`src/rtl/alu_pipe.sv`:
```
// alu_pipe: two-stage pipelined ALU with valid/ready handshakes on both sides
// and a saturating count of delivered overflow beats.
module alu_pipe #(
   parameter int unsigned WIDTH = 8,
   parameter int unsigned CNT_W = 8
) (
   input  logic             clock,
   input  logic             reset,
   input  logic             clear,
   input  logic             in_valid,
   output logic             in_ready,
   input  logic [2:0]       opcode,
   input  logic [WIDTH-1:0] a,
   input  logic [WIDTH-1:0] b,
   output logic             out_valid,
   input  logic             out_ready,
   output logic [WIDTH-1:0] result,
   output logic             carry,
   output logic             zero,
   output logic             ovf,
   output logic [CNT_W-1:0] ovf_count
);

   localparam int unsigned OP_W = 3;

   localparam logic [OP_W-1:0] OP_ADD  = 3'b000;
   localparam logic [OP_W-1:0] OP_SUB  = 3'b001;
   localparam logic [OP_W-1:0] OP_PSA  = 3'b010;
   localparam logic [OP_W-1:0] OP_PSB  = 3'b011;
   localparam logic [OP_W-1:0] OP_AND  = 3'b100;
   localparam logic [OP_W-1:0] OP_OR   = 3'b101;
   localparam logic [OP_W-1:0] OP_XOR  = 3'b110;
   localparam logic [OP_W-1:0] OP_SADD = 3'b111;

   // stage 1: captured operands
   logic             s1_valid_q, s1_valid_d;
   logic [OP_W-1:0]  s1_op_q,    s1_op_d;
   logic [WIDTH-1:0] s1_a_q,     s1_a_d;
   logic [WIDTH-1:0] s1_b_q,     s1_b_d;

   // stage 2: registered results
   logic             s2_valid_q, s2_valid_d;
   logic [WIDTH-1:0] s2_res_q,   s2_res_d;
   logic             s2_carry_q, s2_carry_d;
   logic             s2_zero_q,  s2_zero_d;
   logic             s2_ovf_q,   s2_ovf_d;

   logic [CNT_W-1:0] cnt_q,      cnt_d;

   // combinational ALU results from stage 1
   logic [WIDTH:0]   sum_w;
   logic [WIDTH:0]   diff_w;
   logic [WIDTH-1:0] alu_res;
   logic             alu_carry;
   logic             alu_ovf;
   logic             a_msb;
   logic             b_msb;

   logic             accept;
   logic             out_hs;
   logic             s2_load;

   // Ready when a slot frees this cycle; held high in reset, low during flush.
   assign in_ready = !reset || (!clear && (!s1_valid_q || !s2_valid_q || out_ready));

   assign accept  = in_valid && in_ready;
   assign out_hs  = s2_valid_q && out_ready;
   assign s2_load = s1_valid_q && (!s2_valid_q || out_ready);

   assign out_valid = s2_valid_q;
   assign result    = s2_res_q;
   assign carry     = s2_carry_q;
   assign zero      = s2_zero_q;
   assign ovf       = s2_ovf_q;
   assign ovf_count = cnt_q;

   // Opcode datapath evaluated on the stage-1 operands at WIDTH+1 bits.
   always_comb begin
      a_msb     = s1_a_q[WIDTH-1];
      b_msb     = s1_b_q[WIDTH-1];
      sum_w     = {1'b0, s1_a_q} + {1'b0, s1_b_q};
      diff_w    = {1'b0, s1_a_q} - {1'b0, s1_b_q};
      alu_res   = '0;
      alu_carry = 1'b0;
      alu_ovf   = 1'b0;
      case (s1_op_q)
         OP_ADD: begin
            alu_res   = sum_w[WIDTH-1:0];
            alu_carry = sum_w[WIDTH];
            alu_ovf   = (a_msb == b_msb) && (sum_w[WIDTH-1] != a_msb);
         end
         OP_SUB: begin
            alu_res   = diff_w[WIDTH-1:0];
            alu_carry = diff_w[WIDTH];
            alu_ovf   = (a_msb != b_msb) && (diff_w[WIDTH-1] != a_msb);
         end
         OP_PSA: alu_res = s1_a_q;
         OP_PSB: alu_res = s1_b_q;
         OP_AND: alu_res = s1_a_q & s1_b_q;
         OP_OR:  alu_res = s1_a_q | s1_b_q;
         OP_XOR: alu_res = s1_a_q ^ s1_b_q;
         OP_SADD: begin
            alu_res   = sum_w[WIDTH] ? {WIDTH{1'b1}} : sum_w[WIDTH-1:0];
            alu_carry = sum_w[WIDTH];
            alu_ovf   = sum_w[WIDTH];
         end
         default: alu_res = '0;
      endcase
   end

   // Next-state: reset beats flush, flush beats normal pipeline advance.
   always_comb begin
      s1_valid_d = s1_valid_q;
      s1_op_d    = s1_op_q;
      s1_a_d     = s1_a_q;
      s1_b_d     = s1_b_q;
      s2_valid_d = s2_valid_q;
      s2_res_d   = s2_res_q;
      s2_carry_d = s2_carry_q;
      s2_zero_d  = s2_zero_q;
      s2_ovf_d   = s2_ovf_q;
      cnt_d      = cnt_q;
      if (!reset) begin
         s1_valid_d = 1'b0;
         s1_op_d    = '0;
         s1_a_d     = '0;
         s1_b_d     = '0;
         s2_valid_d = 1'b0;
         s2_res_d   = '0;
         s2_carry_d = 1'b0;
         s2_zero_d  = 1'b0;
         s2_ovf_d   = 1'b0;
         cnt_d      = '0;
      end else if (clear) begin
         s1_valid_d = 1'b0;
         s2_valid_d = 1'b0;
      end else begin
         if (out_hs && s2_ovf_q && !(&cnt_q)) begin
            cnt_d = cnt_q + CNT_W'(1);
         end
         if (s2_load) begin
            s2_valid_d = 1'b1;
            s2_res_d   = alu_res;
            s2_carry_d = alu_carry;
            s2_zero_d  = (alu_res == WIDTH'(0));
            s2_ovf_d   = alu_ovf;
         end else if (out_hs) begin
            s2_valid_d = 1'b0;
         end
         if (accept) begin
            s1_valid_d = 1'b1;
            s1_op_d    = opcode;
            s1_a_d     = a;
            s1_b_d     = b;
         end else if (s2_load) begin
            s1_valid_d = 1'b0;
         end
      end
   end

   // State registers; reset is applied synchronously through the _d logic.
   always_ff @(posedge clock) begin
      s1_valid_q <= s1_valid_d;
      s1_op_q    <= s1_op_d;
      s1_a_q     <= s1_a_d;
      s1_b_q     <= s1_b_d;
      s2_valid_q <= s2_valid_d;
      s2_res_q   <= s2_res_d;
      s2_carry_q <= s2_carry_d;
      s2_zero_q  <= s2_zero_d;
      s2_ovf_q   <= s2_ovf_d;
      cnt_q      <= cnt_d;
   end

endmodule

```
`config.mk`:
```
export PLATFORM = sky130hd
export DESIGN_NAME = alu_pipe
export DESIGN_NICKNAME = d
export VERILOG_FILES = /design/src/rtl/alu_pipe.sv
export SDC_FILE = /design/constraint.sdc
export NUM_CORES = 1
export LEC_CHECK = 0
export BUFFER_PORTS_ARGS = -buffer_cell sky130_fd_sc_hd__clkbuf_2
export CORE_ASPECT_RATIO = 0.6
export CORE_MARGIN = 2
export CORE_UTILIZATION = 33
export CTS_BUF_LIST = sky130_fd_sc_hd__clkbuf_8
export DETAILED_ROUTE_END_ITERATION = 10
export GPL_TIMING_DRIVEN = 0
export PLACE_DENSITY_LB_ADDON = 0.3
export SLEW_MARGIN = 5
export SYNTH_ARGS = -nofsm -noshare
export SYNTH_HDL_FRONTEND = slang
export SYNTH_SLANG_ARGS = --single-unit
export TNS_END_PERCENT = 100
```
`constraint.sdc`:
```
create_clock -name clock -period 3.29 [get_ports clock]
set_input_delay 0.658 -clock clock [delete_from_list [all_inputs] [get_ports clock]]
set_output_delay 0.658 -clock clock [all_outputs]
set_load 0.1 [all_outputs]
```
# --- Word level (Yosys, flattened, before mapping) ---
# Cells that the tools add are included.
op_classes:
  mux: 8
  n_shift: 0
  addsub: 3
  n_mul: 0
  order_cmp: 0
  reduce_logical: 27
  bitwise_logic: 5
  div: 0
  eq_ne: 11
op_table:
  columns: ["operator", "count"]
  rows:
  - ["$pmux W8 S8", 1]
  - ["$eq A3 B3 Y1 const B", 4]
  - ["$add A8 B8 Y9", 1]
  - ["$sub A8 B8 Y9", 1]
  - ["$add A8 B1 Y8 const B", 1]
  - ["$and A8 B8 Y8", 1]
  - ["$logic_and A1 B1 Y1", 8]
  - ["$logic_not A8 Y1", 1]
  - ["$mux W8", 1]
  - ["$or A8 B8 Y8", 1]
  - ["$reduce_and A8 Y1", 1]
  - ["$xor A8 B8 Y8", 1]
  - ["$eq A3 B2 Y1 const B", 2]
  - ["$reduce_and A2 Y1", 3]
  - ["$logic_not A1 Y1", 5]
  - ["$logic_or A1 B1 Y1", 4]
  - ["$mux W1", 4]
  - ["$reduce_bool A2 Y1", 2]
  - ["$reduce_or A2 Y1", 2]
  - ["$eq A3 B1 Y1 const B", 1]
  - ["$logic_not A3 Y1", 1]
  - ["$ne A1 B1 Y1", 3]
  - ["$pmux W1 S3", 1]
  - ["$not A1 Y1", 2]
  - ["2 further kinds", 2]
word_totals:
  inputBits: 24
  output_inout_bits: 21
  word_cells: 64
  regBits: 40
  ram_bits: 0
  latchBits: 0
  rom_bits: 0
  n_memories: 0

# --- Depth between registers and ports, before layout ---
# Gate-level depths: netlist (run 1).
depth:
  depth_word: 7
  ltp_mapped: 10
  ltp_nobuf: 10

# --- Worst setup path before layout (run 1) ---
# Ideal clock, no wire load.
synth_path:
  path_kind: "register to register"
  startpoint: "register s2_valid_q (netlist: out_valid)"
  endpoint: "register s1_a_q[7]"
  period_less_slack_ns: 4.501
  path_stages_with_launch: 10
  setup_time_ns: 0.115
  slack_ns: -1.211
  arrival_time_ns: 4.386
  n_path_buf: 2
  path_cell_list: "dfxtp_1 > nor2b_1 > and2_1 > o21ai_0 > and3b_1 > clkbuf_1 > buf_1 > nor2_1 > a21oi_1 > nor2b_1"
synth_via:
  elab_chain_len: 7
synth_lines:
  columns: ["element", "line_no", "rtl"]
  rows:
  - ["start: declaration", "42", "logic s2_valid_q, s2_valid_d;"]
  - ["start signal: assignment", "167", "s2_valid_q <= s2_valid_d;"]
  - ["$logic_not A1 Y1", "64", "assign in_ready = !reset || (!clear && (!s1_valid_q || !s2_valid_q || out_ready));"]
  - ["$logic_or A1 B1 Y1 (2 in a row)", "64", null]
  - ["$logic_and A1 B1 Y1", "64", null]
  - ["$logic_or A1 B1 Y1", "64", null]
  - ["via in_ready", "11", "output logic in_ready,"]
  - ["$logic_and A1 B1 Y1", "66", "assign accept = in_valid && in_ready;"]
  - ["$reduce_and A2 Y1 (no source line)", null, null]
  - ["end signal: assignment", "165", "s1_a_q <= s1_a_d;"]
  - ["end: declaration", "38", "logic [WIDTH-1:0] s1_a_q, s1_a_d;"]
# The timed path passes the listed nets, and every way through them passes these cells.
# A chain may end at the register's enable or synchronous reset.

# --- Final worst setup path (run 1) ---
layout_path:
  startpoint: "register s1_a_q[0]"
  endpoint: "register s2_zero_q (netlist: zero)"
layout_via:
  elab_chain_len: 4
  word_cells_on_any_way: 8
layout_lines:
  columns: ["element", "line_no", "rtl"]
  rows:
  - ["$add A8 B8 Y9", "81", "sum_w = {1'b0, s1_a_q} + {1'b0, s1_b_q};"]
  - ["$mux W8", "103", "alu_res = sum_w[WIDTH] ? {WIDTH{1'b1}} : sum_w[WIDTH-1:0];"]
  - ["$pmux W8 S8 (*)", "86", "case (s1_op_q)"]
  - ["$logic_not A8 Y1 (*)", "145", "s2_zero_d = (alu_res == WIDTH'(0));"]
  - ["end signal: assignment", "170", "s2_zero_q <= s2_zero_d;"]
  - ["end: declaration", "45", "logic s2_zero_q, s2_zero_d;"]
# Every way passes the cells marked *; elsewhere a longest branch is shown, timed or not.

==> results of run 1 <==
-- worst reg2reg max path, stage by stage (launching register included) --
cell and delay (ns):
dfxtp_1 0.39, inv_1 0.10, ha_1 0.26, fa_1 0.43, o21bai_1 0.20, a21oi_1 0.15, o311ai_0 0.68, mux2i_1 0.18
a311oi_1 0.36, nand2_1 0.11, o31ai_2 0.17
-- synth_stat cells, drive strengths merged, types with 2 or more instances --
| cell | count |
|---|---|
| mux2i | 14 |
| and3 | 3 |
| a2111oi | 2 |
| a21oi | 35 |
| xor2 | 3 |
| a21o | 3 |
| buf | 10 |
| o211ai | 2 |
| nand3 | 3 |
| o21ai | 16 |
| a211oi | 6 |
| nor3 | 5 |
| o2111ai | 2 |
| ha | 26 |
| o31ai | 3 |
| o221ai | 2 |
| o221a | 4 |
| nand2 | 21 |
| a221o | 5 |
| or3 | 2 |
| and2 | 10 |
| o211a | 3 |
| nor2b | 24 |
| o21bai | 2 |
| nor2 | 36 |
| clkbuf | 9 |
| o22ai | 5 |
| xnor2 | 9 |
| dfxtp | 40 |
| nand2b | 3 |
| inv | 23 |
| or2 | 2 |
-- state kept, by name (all words and copies together), names as in the netlist --
register	flops
carry	1
result	8
ovf_count	8
zero	1
s1_valid_q	1
s1_op_q	3
ovf	1
s1_b_q	8
out_valid	1
s1_a_q	8
-- what timing repair did --
item / 4_1_cts / 5_1_grt
resized for setup: 0 / 1
buffers inserted: 0 / 0
hold buffers: 0 / 0
setup endpoints to repair: 0 / 1
-- power by group --
part           internal [mW]  switching, mW  total (mW)
logic                  0.106          0.197       0.304
clock network          0.268          0.195       0.464
registers              0.499         0.0132       0.512
-- path summary, 6_finish.rpt --
path	from	to	depth (start not counted)
max reg2reg	s1_a_q[0]$_SDFFE_PN0P_	zero$_SDFFE_PN0P_	10
min	result[2]$_SDFFE_PN0P_	result[2]$_SDFFE_PN0P_	1
max	s1_a_q[0]$_SDFFE_PN0P_	zero$_SDFFE_PN0P_	10
min reg2reg	result[2]$_SDFFE_PN0P_	result[2]$_SDFFE_PN0P_	1
-- layer usage --
metal  global-route usage [%]  vias up  wire (um)
met2                     24.0      122       3250
met1                     30.9     1290       4810
met5                        0        -          0
met4                     5.22        0        162
li1                         -     1354          -
met3                     5.34       14        850
-- stage by stage --
step,utilization [%],setup slack (ns)
floorplan,-,0.191
global placement,38.3,0.207
detailed placement,38.3,0.221
CTS,39.8,0.195
global route,39.8,0.0335
finish,39.8,0.186
-- cell families after synthesis --
kind of cell    after synthesis  synth area share (%)
simple gates                118                  21.1
compound gates               99                  23.3
buf+inv                      43                  6.47
flops                        40                  27.6
fa+ha+maj                    27                  11.9
mux                          16                  6.00
xor+xnor                     12                  3.63
-- area by class of cell --
cell class / instances / area, sq um / share of cell area [%]
multi-input cells: 272 / 1920 / 56.5
flip-flops and latches: 40 / 801 / 23.6
repair buffers: 44 / 220 / 6.49
well taps: 112 / 140 / 4.13
plain buffers: 20 / 101 / 2.99
clock buffers: 7 / 96.3 / 2.84
inverters: 23 / 86.3 / 2.54
clock inverters: 1 / 30.0 / 0.885
==> run_results.csv, run 1 <==
group,metric,value,unit
logic_synthesis,netlist_area,2900,sq um
worst_setup_path,worst-path-buf-inv,1,
min_path,hold_path.class,"flop to flop",
global_routing,grt_pass1_vias,2543,
final_layout,n_fill_cell,902,
clocking,cts_max_level,2,
power,vdd_drop_max,0.139,mV
logic_synthesis,synth_ff_type,"dfxtp_1",
global_routing,antenna_found_initial,0,
worst_setup_path,slowest_stage,"o311ai_0",
sta,setup_viol,0,
placed_design,dp_hpwl,7.26,mm
logic_synthesis,async_flop_share,0,%
placed_design,gp_congestion,0.951,
clocking,clkTransAtPathRegs,0.08,ns
final_layout,stdcell_area,3390,sq um
floorplanning,die_w,125,um
final_layout,n_antenna_cell,0,
sta,fin_tns_setup,0,ns
sta,slew_violations,0,
logic_synthesis,synth_warnings,0,
worst_setup_path,critPathRequiredTime,3.52,ns
drt,routed_via_density,5.36,
clocking,cts_inserted_buffers,5,
sta,whs,0.506,ns
worst_setup_path,arrival,3.34,ns
drt,wl,9.08,mm
power,finalPower,1.28,mW
logic_synthesis,ys_ff_latch,40,
sta,rsz0062_at_grt,"false",
power,cellPowerDensity,377,nW/um^2
sta,timing.final.crit_share,94.3,%
clocking,cts_tree,"yes",
sta,max_slew_margin,47.2,%
clocking,cts_num_sinks,40,
sta,fmax,0.322,GHz
final_layout,drive_gt1_share,18.2,%
final_layout,final_cells,519,
logic_synthesis,synth_top_area_share,27.6,%
sta,tightest_slew,0.783,ns
worst_setup_path,path_delay_family,"compound AO/OA/AOI/OAI gates",
worst_setup_path,max_stage_delay,0.68,ns
sta,hold_viol,0,
clocking,clk_latency,0.31,ns
floorplanning,rows,26,
logic_synthesis,ys_seq_area_share,27.6,%
final_layout,area.growth.synth_to_final,17.0,%
floorplanning,initial_core_util,34.0,%
logic_synthesis,synth_cells,355,
sta,skew,0.0101,ns
clocking,cts_root_buf,"clkbuf_8",
global_routing,overflow,0,
worst_setup_path,path_cells,"inv_1 -> ha_1 -> fa_1 -> o21bai_1 -> a21oi_1 -> o311ai_0 -> mux2i_1 -> a311oi_1 -> nand2_1 -> o31ai_2",
global_routing,grt_pass1_wl,14.3,mm
drt,wire_per_inst,17.5,um
drt,firstDrtPassIters,5,
power,leakage,1.43,nW
drt,final_antenna_net_count,0,
worst_setup_path,worstSetupPathType,"flop to flop",
clocking,cts_buffer_depth,2,
sta,fin_crit,3.10,ns
floorplanning,die_h,76.6,um
global_routing,track_usage,19.3,%
status,outcome,"finished clean",
logic_synthesis,syn_nets,406,
worst_setup_path,ff2ff_setup_slack,0.19,ns
logic_synthesis,synthTopCellsByArea,"dfxtp_1 28%, ha_1 11%, a21oi_1 5.9%",
worst_setup_path,crit_fanout,4,
global_routing,grt_max_degree,13,
final_layout,final_common_cell,"clkbuf_2",
worst_setup_path,cp-start-kind,"flop",
placed_design,dpl_cell_area,3260,sq um
floorplanning,dieArea,9580,sq um
flow_run,maxCapViolCount,0,
floorplanning,ioPinCount,45,
final_layout,nets,457,
placed_design,place.port_buffers,44,
logic_synthesis,syn_avg_cell_area,8.17,sq um
logic_synthesis,synthDistinctLibCells,63,
placed_design,dp.cells,511,
floorplanning,core,8520,sq um
drt,drtIter0Drc,256,
drt,vias,2780,
logic_synthesis,synth_edf_count,0,
drt,drcViolationCount,0,
worst_setup_path,cp-end-kind,"flop",
logic_synthesis,synth.largest_area_cell,"dfxtp_1",
final_layout,layout_common_cells,"44 x clkbuf_2, 40 x dfxtp_1, 36 x nor2_1, 34 x a21oi_1, 26 x ha_1",
Power figures use the tool's default switching activity.
==> run 2: changes to the inputs <==
--- a/config.mk
+++ b/config.mk
@@ -6,7 +6,6 @@
 export NUM_CORES = 1
 export LEC_CHECK = 0
 export BUFFER_PORTS_ARGS = -buffer_cell sky130_fd_sc_hd__clkbuf_2
-export CORE_ASPECT_RATIO = 0.6
 export CORE_MARGIN = 2
 export CORE_UTILIZATION = 33
 export CTS_BUF_LIST = sky130_fd_sc_hd__clkbuf_8
==> run 2 against run 1 <==
Net effect:
- critical path depth fell by 1
- sequential power about the same
- sequential cell count unchanged
- critical endpoint unchanged
- sequential share of layout area rose by 0.35 points
- routed wire length shrank 11%
- worst setup slack about the same
- largest power group unchanged
==> run_results.csv, run 2 (synthesis gave the netlist of run 1 again) <==
group,metric,value,unit
min_path,min_from,"s1_valid_q$_SDFFE_PP0P_",
final_layout,area.growth.synth_to_final,15.3,%
global_routing,grt_pass1_wl,13.2,mm
power,swShare,34.2,%
worst_setup_path,slowest_stage,"or4b_1",
worst_setup_path,r2r_start,"s1_a_q[1]$_SDFFE_PN0P_",
placed_design,dp_hpwl,5.98,mm
sta,skew,0.0125,ns
final_layout,drive_gt1_share,18.0,%
placed_design,place.port_buffers,44,
sta,setup_viol,0,
clocking,cts_tree,"yes",
worst_setup_path,cp-end-kind,"flop",
global_routing,overflow,0,
drt,final_antenna_net_count,0,
sta,timing.final.crit_share,94.3,%
clocking,cts_inserted_buffers,5,
final_layout,nets,457,
drt,routed_via_density,5.19,
sta,slew_violations,0,
clocking,hold_buffers,0,
placed_design,preCtsSetupSlack,0.153,ns
global_routing,antenna_found_initial,0,
worst_setup_path,r2r-end,"zero$_SDFFE_PN0P_",
power,intPower,749,uW
floorplanning,initial_core_util,33.6,%
clocking,cts_num_sinks,40,
flow_run,maxCapViolCount,0,
worst_setup_path,path_delay_family,"compound AO/OA/AOI/OAI gates",
worst_setup_path,crit_fanout,5,
final_layout,n_antenna_cell,0,
power,seqPwrFrac,45.0,%
sta,tightest_slew,0.654,ns
floorplanning,die_h,97.7,um
floorplanning,dieArea,9550,sq um
drt,firstDrtPassIters,4,
clocking,cts_root_buf,"clkbuf_8",
power,p_clk_share,29.3,%
placed_design,gp_congestion,0.870,
floorplanning,die_w,97.7,um
worst_setup_path,path_depth,9,
power,p_switching,390,uW
sta,whs,0.496,ns
global_routing,track_usage,17.0,%
floorplanning,ioPinCount,45,
sta,hold_viol,0,
clocking,clkTransAtPathRegs,0.09,ns
worst_setup_path,ff2ff_setup_slack,0.19,ns
sta,rsz0062_at_grt,"false",
sta,fin_tns_setup,0,ns
placed_design,dpl_cell_area,3260,sq um
worst_setup_path,critPathRequiredTime,3.50,ns
sta,fmax,0.322,GHz
drt,vias,2668,
drt,drcViolationCount,0,
drt,wl,8.05,mm
global_routing,grt_pass1_vias,2706,
drt,wire_per_inst,15.7,um
power,comb_power_share,25.7,%
sta,final.setup.worst_slack,0.186,ns
worst_setup_path,worst_r2r_path_depth,9,
worst_setup_path,worst-path-buf-inv,1,
final_layout,stdcell_area,3340,sq um
min_path,hold_depth,2,
clocking,cts_max_level,2,
floorplanning,core,8640,sq um
sta,fin_crit,3.10,ns
sta,max_slew_margin,55.8,%
worst_setup_path,arrival,3.31,ns
worst_setup_path,worstSetupPathType,"flop to flop",
clocking,cts_buffer_depth,2,
final_layout,layout_common_cells,"44 x clkbuf_2, 40 x dfxtp_1, 36 x nor2_1, 34 x a21oi_1, 26 x ha_1",
final_layout,final_common_cell,"clkbuf_2",
power,vdd_drop_max,0.137,mV
worst_setup_path,max_stage_delay,0.59,ns
status,outcome,"finished clean",
min_path,min_to,"out_valid$_SDFFE_PP0P_",
floorplanning,rows,34,
min_path,hold_path.class,"flop to flop",
clocking,clk_latency,0.30,ns
power,leakage,1.41,nW
worst_setup_path,path_cells,"inv_1 -> ha_1 -> or2_1 -> a2111oi_2 -> o22ai_1 -> xnor2_1 -> o2111ai_1 -> or4b_1 -> o31ai_2",
global_routing,grt_max_degree,13,
power,cellPowerDensity,341,nW/um^2
worst_setup_path,cp-start-kind,"flop",
drt,drtIter0Drc,169,
-- run 2: cell types whose count changed in the layout (fill, tap and decap cells not counted) --
cell        delta
clkbuf_8       -2
bufinv_16      -1
clkinv_2       +1
clkinvlp_4     +1
-- run 2: power by group through the flow --
stage	registers (mW)	logic [mW]	clock network [mW]
2_1_floorplan	0.555	0.180	0
3_3_place_gp	0.524	0.287	0
4_1_cts	0.513	0.291	0.346
3_5_place_dp	0.524	0.290	0
6_report	0.513	0.293	0.333
5_1_grt	0.516	0.318	0.359
-- run 2: repair_timing --
item	in CTS	in global routing
setup endpoints to repair	0	1
setup buffers	0	0
gates resized for setup	0	1
-- run 2: per-stage QoR --
step	std cells	total power, mW	util [%]
after floorplan	355	0.735	-
after global placement	507	0.811	37.7
after detailed placement	507	0.814	37.7
after CTS	514	1.15	38.7
after global routing	514	1.19	38.7
final	514	1.14	38.7
-- run 2: worst max path at each step --
stage | from | endpoint | slack (ns)
after floorplan | out_valid$_SDFFE_PP0P_ | s1_a_q[7]$_SDFFE_PN0P_ | 0.19
after global placement | s1_a_q[1]$_SDFFE_PN0P_ | zero$_SDFFE_PN0P_ | 0.22
after global routing | s1_a_q[1]$_SDFFE_PN0P_ | zero$_SDFFE_PN0P_ | 0.07
after detailed placement | s1_a_q[1]$_SDFFE_PN0P_ | zero$_SDFFE_PN0P_ | 0.15
final | s1_a_q[1]$_SDFFE_PN0P_ | zero$_SDFFE_PN0P_ | 0.19
after CTS | s1_a_q[1]$_SDFFE_PN0P_ | zero$_SDFFE_PN0P_ | 0.09
-- run 2: area by class of cell --
class	count	area [sq um]
Clock inverter	2	12.5
Tap cell	108	135
Buffer	20	101
Timing Repair Buffer	44	220
Inverter	23	86.3
Fill cell	910	5290
Clock buffer	5	68.8
Multi-Input combinational cell	272	1920
Sequential cell	40	801
-- run 2: worst min-delay path, stage by stage (launching register included) --
cell     delay [ns]
dfxtp_1        0.34
nor2_1         0.05
nor2_1         0.07
-- run 2: metal layers --
layer  track usage, %  share of wire (%)  vias up
li1                 -                  -     1349
met4             6.52                2.1        0
met5                0                  0        -
met1             22.5                 47     1237
met2             28.4                 47       68
met3             2.22                4.0       14
